==> src/rtl/ddr_capture_pkg.sv <==
// Shared types and constants for the DDR byte-pair capture stage.
package ddr_capture_pkg;

  localparam int unsigned WORD_W = 32;
  localparam int unsigned BYTE_W = 8;

  typedef enum logic [1:0] {
    IDLE,
    SKIP,
    CAPTURE
  } cap_state_e;

  // Byte lane (LSB = lane 0) each sample lands in within the packed word.
  localparam int unsigned LANE_EVEN_IN0 = 0;
  localparam int unsigned LANE_EVEN_IN1 = 1;
  localparam int unsigned LANE_ODD_IN0  = 2;
  localparam int unsigned LANE_ODD_IN1  = 3;

  function automatic logic [WORD_W-1:0] pack_word(
    input logic [BYTE_W-1:0] even_in0,
    input logic [BYTE_W-1:0] even_in1,
    input logic [BYTE_W-1:0] odd_in0,
    input logic [BYTE_W-1:0] odd_in1
  );
    logic [WORD_W-1:0] w;
    w = '0;
    w[LANE_EVEN_IN0*BYTE_W +: BYTE_W] = even_in0;
    w[LANE_EVEN_IN1*BYTE_W +: BYTE_W] = even_in1;
    w[LANE_ODD_IN0*BYTE_W  +: BYTE_W] = odd_in0;
    w[LANE_ODD_IN1*BYTE_W  +: BYTE_W] = odd_in1;
    return w;
  endfunction

endpackage

==> src/rtl/ddr_capture_fifo.sv <==
// First-word-fall-through FIFO; a push into a full FIFO succeeds only alongside a pop.
module ddr_capture_fifo
  import ddr_capture_pkg::*;
#(
  parameter int unsigned DEPTH = 4,
  parameter int unsigned WIDTH = WORD_W
) (
  input  logic             clock,
  input  logic             resetn,
  input  logic             push,
  input  logic [WIDTH-1:0] push_data,
  input  logic             pop,
  output logic [WIDTH-1:0] head,
  output logic             empty,
  output logic             full
);

  localparam int unsigned AW = (DEPTH > 1) ? $clog2(DEPTH) : 1;

  logic [WIDTH-1:0] mem_q [DEPTH];
  logic [AW-1:0]    rd_ptr_q, rd_ptr_d;
  logic [AW-1:0]    wr_ptr_q, wr_ptr_d;
  logic [AW:0]      count_q, count_d;
  logic             pop_ok, push_ok;

  assign empty   = (count_q == '0);
  assign full    = (count_q == (AW+1)'(DEPTH));
  assign pop_ok  = pop && !empty;
  assign push_ok = push && (!full || pop_ok);
  // Gate the head so data reads as zero whenever nothing is buffered.
  assign head    = empty ? '0 : mem_q[rd_ptr_q];

  always_comb begin
    rd_ptr_d = rd_ptr_q;
    wr_ptr_d = wr_ptr_q;
    count_d  = count_q + (AW+1)'(push_ok) - (AW+1)'(pop_ok);
    if (pop_ok)  rd_ptr_d = rd_ptr_q + AW'(1);
    if (push_ok) wr_ptr_d = wr_ptr_q + AW'(1);
  end

  always_ff @(posedge clock or negedge resetn) begin
    if (!resetn) begin
      rd_ptr_q <= '0;
      wr_ptr_q <= '0;
      count_q  <= '0;
    end else begin
      rd_ptr_q <= rd_ptr_d;
      wr_ptr_q <= wr_ptr_d;
      count_q  <= count_d;
    end
  end

  always_ff @(posedge clock) begin
    if (push_ok) mem_q[wr_ptr_q] <= push_data;
  end

endmodule

==> src/rtl/ddr_capture_8.sv <==
// Skips a programmable number of pad cycles, then packs DDR byte pairs into
// little-endian words buffered in a FIFO; overrun is flagged, never stalled.
module ddr_capture_8
  import ddr_capture_pkg::*;
#(
  parameter int unsigned FIFO_DEPTH = 4,
  parameter int unsigned LEN_W      = 16,
  parameter int unsigned SKIP_W     = 4
) (
  input  logic              clock,
  input  logic              resetn,
  input  logic [7:0]        in0,
  input  logic [7:0]        in1,
  input  logic              start,
  input  logic [LEN_W-1:0]  len,
  input  logic [SKIP_W-1:0] skip,
  output logic              busy,
  output logic              done,
  output logic [31:0]       data,
  output logic              valid,
  input  logic              ready,
  output logic              overflow
);

  cap_state_e          state_q, state_d;
  logic                phase_q, phase_d;
  logic [SKIP_W-1:0]   skip_cnt_q, skip_cnt_d;
  logic [LEN_W-1:0]    words_q, words_d;
  logic [2*BYTE_W-1:0] hold_q, hold_d;
  logic                busy_q, busy_d;
  logic                done_q, done_d;
  logic                overflow_q, overflow_d;

  logic                push, pop;
  logic [WORD_W-1:0]   push_data;
  logic                fifo_empty, fifo_full;

  assign push      = (state_q == CAPTURE) && phase_q;
  assign pop       = ready && !fifo_empty;
  assign push_data = pack_word(hold_q[BYTE_W-1:0], hold_q[2*BYTE_W-1:BYTE_W], in0, in1);

  always_comb begin
    state_d    = state_q;
    phase_d    = phase_q;
    skip_cnt_d = skip_cnt_q;
    words_d    = words_q;
    hold_d     = hold_q;
    busy_d     = busy_q;
    done_d     = 1'b0;
    overflow_d = overflow_q;

    if (push && fifo_full && !pop) overflow_d = 1'b1;

    unique case (state_q)
      IDLE: begin
        // Also retires the one-cycle busy left by a zero-length command.
        busy_d = 1'b0;
        if (start && !busy_q) begin
          busy_d     = 1'b1;
          overflow_d = 1'b0;
          words_d    = len;
          skip_cnt_d = skip;
          phase_d    = 1'b0;
          if (len == '0)       done_d  = 1'b1;
          else if (skip != '0) state_d = SKIP;
          else                 state_d = CAPTURE;
        end
      end
      SKIP: begin
        skip_cnt_d = skip_cnt_q - SKIP_W'(1);
        if (skip_cnt_q == SKIP_W'(1)) state_d = CAPTURE;
      end
      CAPTURE: begin
        phase_d = ~phase_q;
        if (!phase_q) begin
          hold_d = {in1, in0};
        end else begin
          words_d = words_q - LEN_W'(1);
          if (words_q == LEN_W'(1)) begin
            state_d = IDLE;
            busy_d  = 1'b0;
            done_d  = 1'b1;
          end
        end
      end
      default: state_d = IDLE;
    endcase
  end

  always_ff @(posedge clock or negedge resetn) begin
    if (!resetn) begin
      state_q    <= IDLE;
      phase_q    <= 1'b0;
      skip_cnt_q <= '0;
      words_q    <= '0;
      hold_q     <= '0;
      busy_q     <= 1'b0;
      done_q     <= 1'b0;
      overflow_q <= 1'b0;
    end else begin
      state_q    <= state_d;
      phase_q    <= phase_d;
      skip_cnt_q <= skip_cnt_d;
      words_q    <= words_d;
      hold_q     <= hold_d;
      busy_q     <= busy_d;
      done_q     <= done_d;
      overflow_q <= overflow_d;
    end
  end

  ddr_capture_fifo #(
    .DEPTH (FIFO_DEPTH),
    .WIDTH (WORD_W)
  ) u_fifo (
    .clock     (clock),
    .resetn    (resetn),
    .push      (push),
    .push_data (push_data),
    .pop       (pop),
    .head      (data),
    .empty     (fifo_empty),
    .full      (fifo_full)
  );

  assign valid    = !fifo_empty;
  assign busy     = busy_q;
  assign done     = done_q;
  assign overflow = overflow_q;

endmodule
==> config.mk <==
export PLATFORM = sky130hd
export DESIGN_NAME = ddr_capture_8
export DESIGN_NICKNAME = d
export VERILOG_FILES = /design/src/rtl/ddr_capture_pkg.sv /design/src/rtl/ddr_capture_fifo.sv /design/src/rtl/ddr_capture_8.sv
export SDC_FILE = /design/constraint.sdc
export NUM_CORES = 1
export LEC_CHECK = 0
export CAP_MARGIN = 40
export CORE_AREA = 8 8 132 147
export DETAILED_ROUTE_END_ITERATION = 16
export DIE_AREA = 0 0 140 155
export GPL_TIMING_DRIVEN = 0
export PLACE_DENSITY = 0.71
export SYNTH_ARGS = -nofsm -noshare
export SYNTH_HDL_FRONTEND = slang
export SYNTH_SLANG_ARGS = --single-unit
==> constraint.sdc <==
create_clock -name clock -period 2.6 [get_ports clock]
set_input_delay 0.26 -clock clock [delete_from_list [all_inputs] [get_ports clock]]
set_output_delay 0.26 -clock clock [all_outputs]
set_load 0.05 [all_outputs]
==> out/qor.txt, run 1 <==
Slew headroom - 48.7%
PwrDens - 1170 mW/mm²
Arr. time, crit path - 2.25 ns
DRC violation count after routing - 0
CTS max path bufs - 2
First-pass DRT Iterations - 4
Max Slew Vio Count - 0
Via count - 4,313
Hold Crit Class - in -> async
Root Buffer - clkbuf_16
Initial drt markers - 206
RSZ-0062 raised after global routing - false
Synthesized Nets - 511
Status - finished, final reports clean
Fmax - 399 MHz
Grt ovf - 0
Die Height - 155 µm
Final net count - 610
Combinational fraction of design power - 38.3%
GPL Wtd Cong - 0.840
Async S/R FF share, synth - 27.7%
Synth Cell Area - 0.00749 mm²
Final WS setup - 0.0936 ns
Critical path endpoint category - output pin
Syn Inst Count - 460
Synthesized area per cell - 16.3 µm²
Commonest non-fill, non-tap cell in the layout - edfxtp_1
Fin util - 53.9%
Area after DPL - 0.00860 mm²
Synth unique cells - 53
Setup TNS - 0 ns
CP startpoint kind - flip-flop
# Post-CTS Setup Buffers - 0
Core Rows - 51
Global-route usage over all layers - 15.0%
Clock power frac - 24.6%
Post-DRT Antenna Nets - 0
Clock latency on the worst-skew pair - 0.42 ns
Initial core utilization - 43.8%
Fin crit share - 96.4%
DR vias/cell - 5.50
Post-layout power - 10.8 mW
Final Hold Vio Count - 0
HPWL Detailed - 10,500 µm
Area grow syn2layout - 23.2%
Number of global-route vias before repair - 4,750
Clock transition at path regs - 0.07 ns
Crit Path Class - reg -> out
Post-synth EDFFs - 128
Min Tclk post-route - 2.51 ns
Post-synthesis register bit count - 177
Sequential share of the synthesized area - 67.7%
NetSw - 4.06 mW
Clock H-tree levels - 4
Io pins - 76
Pleak - 3.26 nW
First-pass GRT wire length - 25,400 µm
Initial antenna violation count - 1
Critical Path Fanout Max - 10
Critical Path RT - 2.34 ns
Worst slack, placed - -0.207 ns
CTS sink count - 177
Worst Tran Pin Value - 0.764 ns
Clk_skew - 0.00740 ns
YS warnings - 0
Most frequent cells in the layout - edfxtp_1, dfrtp_1, clkdlybuf4s50_1, and2_1, mux4_2
Int Power - 6.73 mW
TritonCTS clock tree - yes
WL final - 15,400 µm
Largest net degree at the start of global routing - 30
Share of power burned in registers - 37.1%
Die Area - 0.0217 mm²
Cts bufs inserted - 17
PortBufs - 75
# setup viols final - 0
Chip Width - 140 µm
Max_cap viols - 0
Maximum vdd drop - 510 µV
Share of cells above drive strength 1 - 25.7%
Core area - 0.0171 mm²
# diodes - 0
Top FF cell, synth - edfxtp_1
Sw frac - 37.6%
Design Area, Final - 0.00922 mm²
Wire length per cell - 19.7 µm
cells in the mapped netlist (3+ instances only):
master     instances  area share [%]
clkbuf_1          10            0.50
a2bb2oi_1          3            0.35
nand4_1            6            0.50
nor3_1             4            0.27
buf_2             11            0.74
o22ai_1            4            0.33
a31oi_1            6            0.50
nor2_1            18            0.90
or3_1              4            0.33
nand2_1            9            0.45
mux2_2            17             2.6
o22a_1             8            0.94
dfrtp_1           49              16
edfxtp_1         128              51
mux4_2            32             9.6
xnor2_1            3            0.35
and2_1            37             3.1
o21ai_0           11            0.74
ha_1              10             1.7
nor4_1             6            0.50
a21oi_1           24             1.6
inv_1             15            0.75
nand3_1            6            0.40
power by group through the flow:
| stage | logic (mW) | registers, mW | clock network [mW] |
|---|---|---|---|
| global route | 4.46 | 4.06 | 2.82 |
| finish | 4.13 | 4.00 | 2.65 |
| global placement | 4.28 | 3.98 | 0 |
| detailed placement | 4.35 | 4.03 | 0 |
| floorplan | 3.05 | 3.93 | 0 |
| CTS | 4.23 | 3.98 | 2.71 |
metal layers:
| layer | routed length (µm) | GRT usage [%] |
|---|---|---|
| met1 | 6800 | 18.6 |
| met2 | 7720 | 25.1 |
| met3 | 684 | 3.80 |
| met4 | 216 | 5.54 |
| met5 | 9 | 0 |
cell type report:
class | instances | area, µm²
clock inverter | 12 | 173
tap | 212 | 265
fill | 1410 | 7880
inverter | 15 | 56.3
sequential | 177 | 5070
buffer | 22 | 145
multi-input combinational | 245 | 2250
clock buffer | 20 | 447
timing repair buffer | 81 | 813
state kept, by name, summed over array words and instances, names as in the netlist:
register         cells
words_q             16
done                 1
skip_cnt_q           4
u_fifo.count_q       3
overflow             1
state_q              2
u_fifo.mem_q       128
u_fifo.wr_ptr_q      2
u_fifo.rd_ptr_q      2
hold_q              16
phase_q              1
busy                 1
final timing paths:
path | from | endpoint | slack [ns] | depth (start not counted)
worst max register to register | u_fifo.count_q[1] | u_fifo.count_q[2] | 0.31 | 7
worst max-delay path | u_fifo.rd_ptr_q[0] | data[14] | 0.09 | 5
max in group asynchronous | resetn | hold_q[10] | 1.66 | 3
min in group clock | in1[4] | u_fifo.mem_q[2][28] | 0.50 | 1
worst min register to register | hold_q[1] | u_fifo.mem_q[0][1] | 0.51 | 0
worst min-delay path | resetn | hold_q[4] | 0.37 | 2
what timing repair did:
| action | CTS | global route |
|---|---|---|
| resized for setup | 75 | 29 |
| hold buffers | 1 | 0 |
| endpoints found under the setup margin | 33 | 25 |
| hold endpoints to repair | 20 | 0 |
logic make-up (layout without fill, tap and decap cells):
group	count (synthesis)	in the layout	share of synthesized area, %
flops	177	177	67.7
simple gates	112	112	9.44
compound gates	68	68	5.88
mux	49	49	12.2
buf+inv	38	150	2.24
fa+ha+maj	11	11	1.94
xor+xnor	5	5	0.585
stage by stage:
stage,cells,hold slack (ns)
after floorplan,460,-0.0356
after global placement,747,0.483
after detailed placement,752,0.289
after CTS,785,0.366
after global routing,784,0.396
final,784,0.370
critical path, stage by stage, from the launching register on:
cell	delay [ns]
dfrtp_1	0.33
clkbuf_4	0.23
buf_8	0.19
mux4_2	0.50
and2_1	0.16
dlygate4sd2_1	0.41
(Power assumes the default switching activity.)
==> run 2, diff against run 1 <==
Settings changed: CORE_AREA 8 8 132 147 to 8 8 125 156, DIE_AREA 0 0 140 155 to 0 0 133 164, PLACE_DENSITY 0.71 to 0.7.
Clock period 2.6 ns to 2.47 ns, I/O delays scaled along.
==> run 2 against run 1 <==
  * Clock-buffer cell count decreased by 1
  * Largest power group unchanged
  * First-iteration DRC count increased by 23%
  * Combinational power grew 4%
  * Sequential share of layout area is 0.58 points higher
  * Clock skew rose by 0.013 ns
  * Via count up 0.51%
  * Register-to-register slack got worse by 0.13 ns
  * Cell area decreased by 1.0%
==> out/qor.txt, run 2 (synthesized netlist as in run 1, its figures left out) <==
HPWL Detailed - 10,600 µm (was 10,500 µm)
Finished Layout Cells - 796 (was 784)
First-pass GRT wire length - 25,200 µm (was 25,400 µm)
Post-DRT Antenna Nets - 0 (unchanged)
Global-route usage over all layers - 14.9% (was 15.0%)
Fmax - 420 MHz
RSZ-0062 raised after global routing - false (unchanged)
Maximum vdd drop - 487 µV (was 510 µV)
Via count - 4,335 (was 4,313)
Cts bufs inserted - 17 (unchanged)
Clock latency on the worst-skew pair - 0.43 ns (was 0.42 ns)
Chip Width - 133 µm (was 140 µm)
Crit path capture - data[25] (was data[14])
Largest regs - u_fifo.mem_q x128, hold_q x16, words_q x16 (unchanged)
TritonCTS clock tree - yes (unchanged)
Share of cells above drive strength 1 - 26.0% (was 25.7%)
Slew headroom - 54.5% (was 48.7%)
Number of global-route vias before repair - 4,729 (was 4,750)
Reg area - 0.00507 mm² (unchanged)
Slowest-stage cell, CP - mux4_2 (unchanged)
Area after DPL - 0.00863 mm² (was 0.00860 mm²)
Hold Crit Class - in -> async (unchanged)
Critical Path Max Stage Delay - 0.50 ns (about the same)
DRC violation count after routing - 0 (unchanged)
Min Tclk post-route - 2.38 ns
CTS max path bufs - 2 (unchanged)
Design Area, Final - 0.00913 mm² (was 0.00922 mm²)
Critical path endpoint category - output pin (unchanged)
Hold Slack - 0.379 ns (was 0.370 ns)
# setup viols final - 0 (unchanged)
Critical Path RT - 2.22 ns (was 2.34 ns)
Die Area - 0.0218 mm² (was 0.0217 mm²)
First-pass DRT Iterations - 4 (unchanged)
Core area - 0.0171 mm² (about the same)
Placed Cells - 764 (was 752)
Arr. time, crit path - 2.13 ns (was 2.25 ns)
Crit path cell chain - buf_4 -> buf_8 -> mux4_2 -> and2_1 -> clkdlybuf4s15_2 (was clkbuf_4 -> buf_8 -> mux4_2 -> and2_1 -> dlygate4sd2_1)
Max_cap viols - 0 (unchanged)
Clk_skew - 0.0207 ns (was 0.00740 ns)
CP startpoint kind - flip-flop (unchanged)
Worst r2r dst - u_fifo.mem_q[2][30] (was u_fifo.count_q[2])
Wire length per cell - 19.3 µm (was 19.7 µm)
Biggest register - u_fifo.mem_q (unchanged)
Status - finished, final reports clean (unchanged)
Initial core utilization - 43.8% (about the same)
Fin crit share - 96.4%
Fillers - 1,430 (was 1,410)
Max Slew Vio Count - 0 (unchanged)
FF-to-FF setup slack - 0.18 ns (was 0.31 ns)
Largest net degree at the start of global routing - 27 (was 30)
CTS sink count - 177 (unchanged)
Commonest non-fill, non-tap cell in the layout - edfxtp_1 (unchanged)
Pleak - 3.24 nW (was 3.26 nW)
Area of the multi-input gates - 0.00225 mm² (unchanged)
Final Hold Vio Count - 0 (unchanged)
Core Rows - 54 (was 51)
Crit Path Class - reg -> out (unchanged)
PwrDens - 1210 mW/mm² (was 1170 mW/mm²)
Largest register FFs - 128 (unchanged)
GPL Wtd Cong - 0.847 (was 0.840)
DR vias/cell - 5.45 (was 5.50)
# diodes - 0 (unchanged)
Worst Tran Pin Value - 0.678 ns (was 0.764 ns)
Post-layout power - 11.0 mW (was 10.8 mW)
Grt ovf - 0 (unchanged)
WL final - 15,400 µm (about the same)
Critical path origin - u_fifo.rd_ptr_q[0] (unchanged)
Worst-case reg-to-reg path depth - 6 (was 7)
Die Height - 164 µm (was 155 µm)
Clock H-tree levels - 4 (unchanged)
Root Buffer - clkbuf_16 (unchanged)
Area grow syn2layout - 21.9% (was 23.2%)
Final net count - 610 (unchanged)
FF-to-FF Start - state_q[1] (was u_fifo.count_q[1])
Most frequent cells in the layout - edfxtp_1, dfrtp_1, clkdlybuf4s50_1, and2_1, mux4_2 (unchanged)
Io pins - 76 (unchanged)
Initial antenna violation count - 0 (was 1)
Critical Path Fanout Max - 10 (unchanged)
Initial drt markers - 253 (was 206)
Clock transition at path regs - 0.06 ns (was 0.07 ns)
PortBufs - 75 (unchanged)
run 2: changes by cell type in the layout (fill, tap and decap cells not counted), moves of 2 or more:
cell,delta
buf_12,-2
buf_16,+2
buf_2,+20
buf_4,+2
buf_6,-2
buf_8,+2
bufinv_16,-2
clkbuf_2,-4
clkbuf_4,-4
clkdlybuf4s15_2,-13
dlygate4sd2_1,-2
run 2: layout make-up:
| class | instances | area share [%] |
|---|---|---|
| sequential | 177 | 55.6 |
| multi-input combinational | 245 | 24.7 |
| timing repair buffer | 81 | 8.10 |
| clock buffer | 19 | 4.74 |
| tap | 224 | 3.07 |
| buffer | 22 | 1.82 |
| clock inverter | 13 | 1.40 |
| inverter | 15 | 0.617 |
run 2: repair_timing:
| item | 4_1_cts | 5_1_grt |
|---|---|---|
| hold buffers | 1 | 0 |
| setup buffers | 0 | 0 |
| hold endpoints to repair | 23 | 0 |
| resized for setup | 98 | 52 |
| setup endpoints to repair | 33 | 27 |
run 2: worst max-delay path: cells and delay by family, from the launching register on:
kind | cells | cell delay (ns)
buffers and inverters | 3 | 0.71
flip-flops | 1 | 0.32
multiplexers | 1 | 0.50
AND/OR/NAND/NOR | 1 | 0.16
run 2: metal layers:
layer	GRT usage, %	routed length [µm]	share of wire (%)	vias up
met5	0	0	0	-
met4	5.02	180	1.2	0
met3	3.73	649	4.2	14
met2	26.8	8300	54	110
met1	16.9	6260	41	2213
li1	-	-	-	1998
run 2: how the worst min path moves through the flow:
| stage | startpoint | slack (ns) | endpoint |
|---|---|---|---|
| floorplan | resetn | -0.05 | busy |
| global placement | hold_q[15] | 0.48 | u_fifo.mem_q[0][15] |
| detailed placement | resetn | 0.29 | skip_cnt_q[3] |
| CTS | resetn | 0.37 | skip_cnt_q[2] |
| global route | resetn | 0.43 | skip_cnt_q[2] |
| finish | resetn | 0.38 | skip_cnt_q[3] |
run 2: metrics by stage:
| stage | worst slack, ns | utilization, % | setup TNS, ns |
|---|---|---|---|
| after floorplan | 0.203 | - | 0 |
| after global placement | -0.593 | 49.8 | -102.61 |
| after detailed placement | -0.323 | 50.5 | -6.48 |
| after CTS | -0.0995 | 54.1 | -0.557 |
| after global routing | 0.00784 | 53.4 | 0 |
| final | 0.0891 | 53.4 | 0 |
run 2: power breakdown:
group	total (mW)	internal [mW]	switching, mW	leakage (nW)
Clock	2.55	1.41	1.14	0.272
Sequential	4.20	3.74	0.464	1.73
Combinational	4.28	1.62	2.65	1.24
Total	11.0	6.77	4.26	3.24
==> run 3, diff against run 2 <==
Settings changed: PLACE_DENSITY 0.7 to 0.64.
==> run 3 against run 2 <==
  * First-iteration DRC count fell by 4.7%
  * Non-clock buffer count did not move
  * Via count rose by 1.6%
  * Sequential power barely moved
  * Power rose by 0.84%
  * Critical path type unchanged
  * Highest routed layer is now met5
==> out/qor.txt, run 3 (synthesized netlist as in run 1, its figures left out) <==
DRC violation count after routing - 0 (unchanged)
Final Hold Vio Count - 0 (unchanged)
Initial drt markers - 241 (was 253)
HPWL Detailed - 10,400 µm (was 10,600 µm)
Placed Cells - 764 (unchanged)
GPL Wtd Cong - 0.852 (was 0.847)
Biggest register - u_fifo.mem_q (unchanged)
Pleak - 3.25 nW (was 3.24 nW)
TritonCTS clock tree - yes (unchanged)
# diodes - 0 (unchanged)
Post-DRT Antenna Nets - 0 (unchanged)
Max Slew Vio Count - 0 (unchanged)
Clock H-tree levels - 4 (unchanged)
Die Height - 164 µm (unchanged)
Critical Path RT - 2.22 ns (about the same)
Critical path endpoint category - output pin (unchanged)
WL final - 15,500 µm (was 15,400 µm)
Initial antenna violation count - 1 (was 0)
Min Tclk post-route - 2.40 ns (was 2.38 ns)
Finished Layout Cells - 796 (unchanged)
Share of cells above drive strength 1 - 26.0% (unchanged)
Clk_skew - 0.00931 ns (was 0.0207 ns)
Worst slack, placed - -0.291 ns (was -0.323 ns)
Io pins - 76 (unchanged)
Largest regs - u_fifo.mem_q x128, hold_q x16, words_q x16 (unchanged)
Fin crit share - 97.0% (was 96.4%)
Via count - 4,406 (was 4,335)
Maximum vdd drop - 501 µV (was 487 µV)
Met3 Use GR - 3.76% (was 3.73%)
Arr. time, crit path - 2.15 ns (was 2.13 ns)
Worst Tran Pin Value - 0.750 ns (was 0.678 ns)
Global-route usage over all layers - 15.0% (was 14.9%)
CTS sink count - 177 (unchanged)
Core area - 0.0171 mm² (unchanged)
Clock transition at path regs - 0.07 ns (was 0.06 ns)
CP startpoint kind - flip-flop (unchanged)
Slowest-stage cell, CP - mux4_2 (unchanged)
Initial core utilization - 43.8% (unchanged)
Fmax - 417 MHz (was 420 MHz)
First-pass GRT wire length - 25,400 µm (was 25,200 µm)
Most frequent cells in the layout - edfxtp_1, dfrtp_1, clkdlybuf4s50_1, and2_1, mux4_2 (unchanged)
Crit Path Class - reg -> out (unchanged)
Largest register FFs - 128 (unchanged)
Largest net degree at the start of global routing - 34 (was 27)
PwrDens - 1210 mW/mm² (about the same)
Commonest non-fill, non-tap cell in the layout - edfxtp_1 (unchanged)
First-pass DRT Iterations - 6 (was 4)
Crit path cell chain - buf_4 -> buf_6 -> mux4_2 -> and2_1 -> clkdlybuf4s15_2 (was buf_4 -> buf_8 -> mux4_2 -> and2_1 -> clkdlybuf4s15_2)
Hold Crit Class - in -> async (unchanged)
Slew headroom - 49.6% (was 54.5%)
Root Buffer - clkbuf_16 (unchanged)
Die Area - 0.0218 mm² (unchanged)
Grt peak-use layer - met2 (unchanged)
Post-layout power - 11.1 mW (was 11.0 mW)
Chip Width - 133 µm (unchanged)
Met2 Track Usage GR - 26.2% (was 26.8%)
Number of global-route vias before repair - 4,746 (was 4,729)
Wire length per cell - 19.5 µm (was 19.3 µm)
DR vias/cell - 5.54 (was 5.45)
Area grow syn2layout - 23.0% (was 21.9%)
Clock latency on the worst-skew pair - 0.42 ns (was 0.43 ns)
CTS max path bufs - 2 (unchanged)
Core Rows - 54 (unchanged)
Grt ovf - 0 (unchanged)
# setup viols final - 0 (unchanged)
Cts bufs inserted - 17 (unchanged)
GR Util met1 - 17.8% (was 16.9%)
PortBufs - 75 (unchanged)
Final WS setup - 0.0742 ns (was 0.0891 ns)
Critical Path Max Stage Delay - 0.50 ns (about the same)
Hold Slack - 0.301 ns (was 0.379 ns)
RSZ-0062 raised after global routing - true (was false)
Critical Path Fanout Max - 10 (unchanged)
Max_cap viols - 0 (unchanged)
Final net count - 610 (unchanged)
Status - finished, final reports clean (unchanged)
## run 3: cell types whose count changed in the layout (fill, tap and decap cells not counted), sizes merged
cell,change
buf,-16
clkdlybuf4s15,+10
clkbuf,+6
clkinvlp,+2
clkinv,-1
inv,-1
## run 3: worst paths after layout
path	start	end	slack (ns)	cells past startpoint
worst min-delay path	resetn	busy	0.30	2
max in group asynchronous	resetn	hold_q[7]	1.62	3
min in group clock	in1[7]	u_fifo.mem_q[0][31]	0.49	1
worst min register to register	hold_q[7]	u_fifo.mem_q[3][7]	0.51	0
worst max register to register	u_fifo.count_q[1]	u_fifo.count_q[2]	0.20	7
worst max-delay path	u_fifo.rd_ptr_q[0]	data[11]	0.07	5
## run 3: power by group
| group | switching (mW) | total, mW | internal [mW] |
|---|---|---|---|
| clock | 1.14 | 2.55 | 1.41 |
| sequential | 0.458 | 4.20 | 3.74 |
| combinational | 2.69 | 4.38 | 1.69 |
## run 3: stage by stage
stage               area [µm²]  utilization, %  setup TNS [ns]
floorplan                 7490               -               0
detailed placement        8650            50.6           -6.50
finish                    9210            53.9               0
global route              9210            53.9          -0.543
CTS                       9260            54.2          -0.604
global placement          8520            49.8         -115.11
## run 3: routing by layer
layer | routed length (µm) | vias up
met2 | 7940 | 119
met5 | 17 | -
met1 | 6770 | 2277
met3 | 625 | 17
li1 | - | 1991
met4 | 161 | 2
## run 3: final cells by class
class                           instances  area, µm²
Sequential cell                       177       5070
Clock inverter                         13        131
Fill cell                            1439       7890
Timing Repair Buffer                   81        817
Buffer                                 22        159
Multi-Input combinational cell        245       2260
Tap cell                              224        280
Inverter                               15       56.3
Clock buffer                           19        433
## run 3: critical path, delay by kind of cell (launching register included)
family | cells | cell delay [ns]
DFF | 1 | 0.32
buffers and inverters | 3 | 0.72
and+or+nand+nor | 1 | 0.18
muxes | 1 | 0.50
## run 3: what timing repair did
action	CTS	global route
resized for setup	89	32
setup buffers	0	0
setup endpoints to repair	33	80
hold endpoints to repair	16	0
hold buffers	1	0
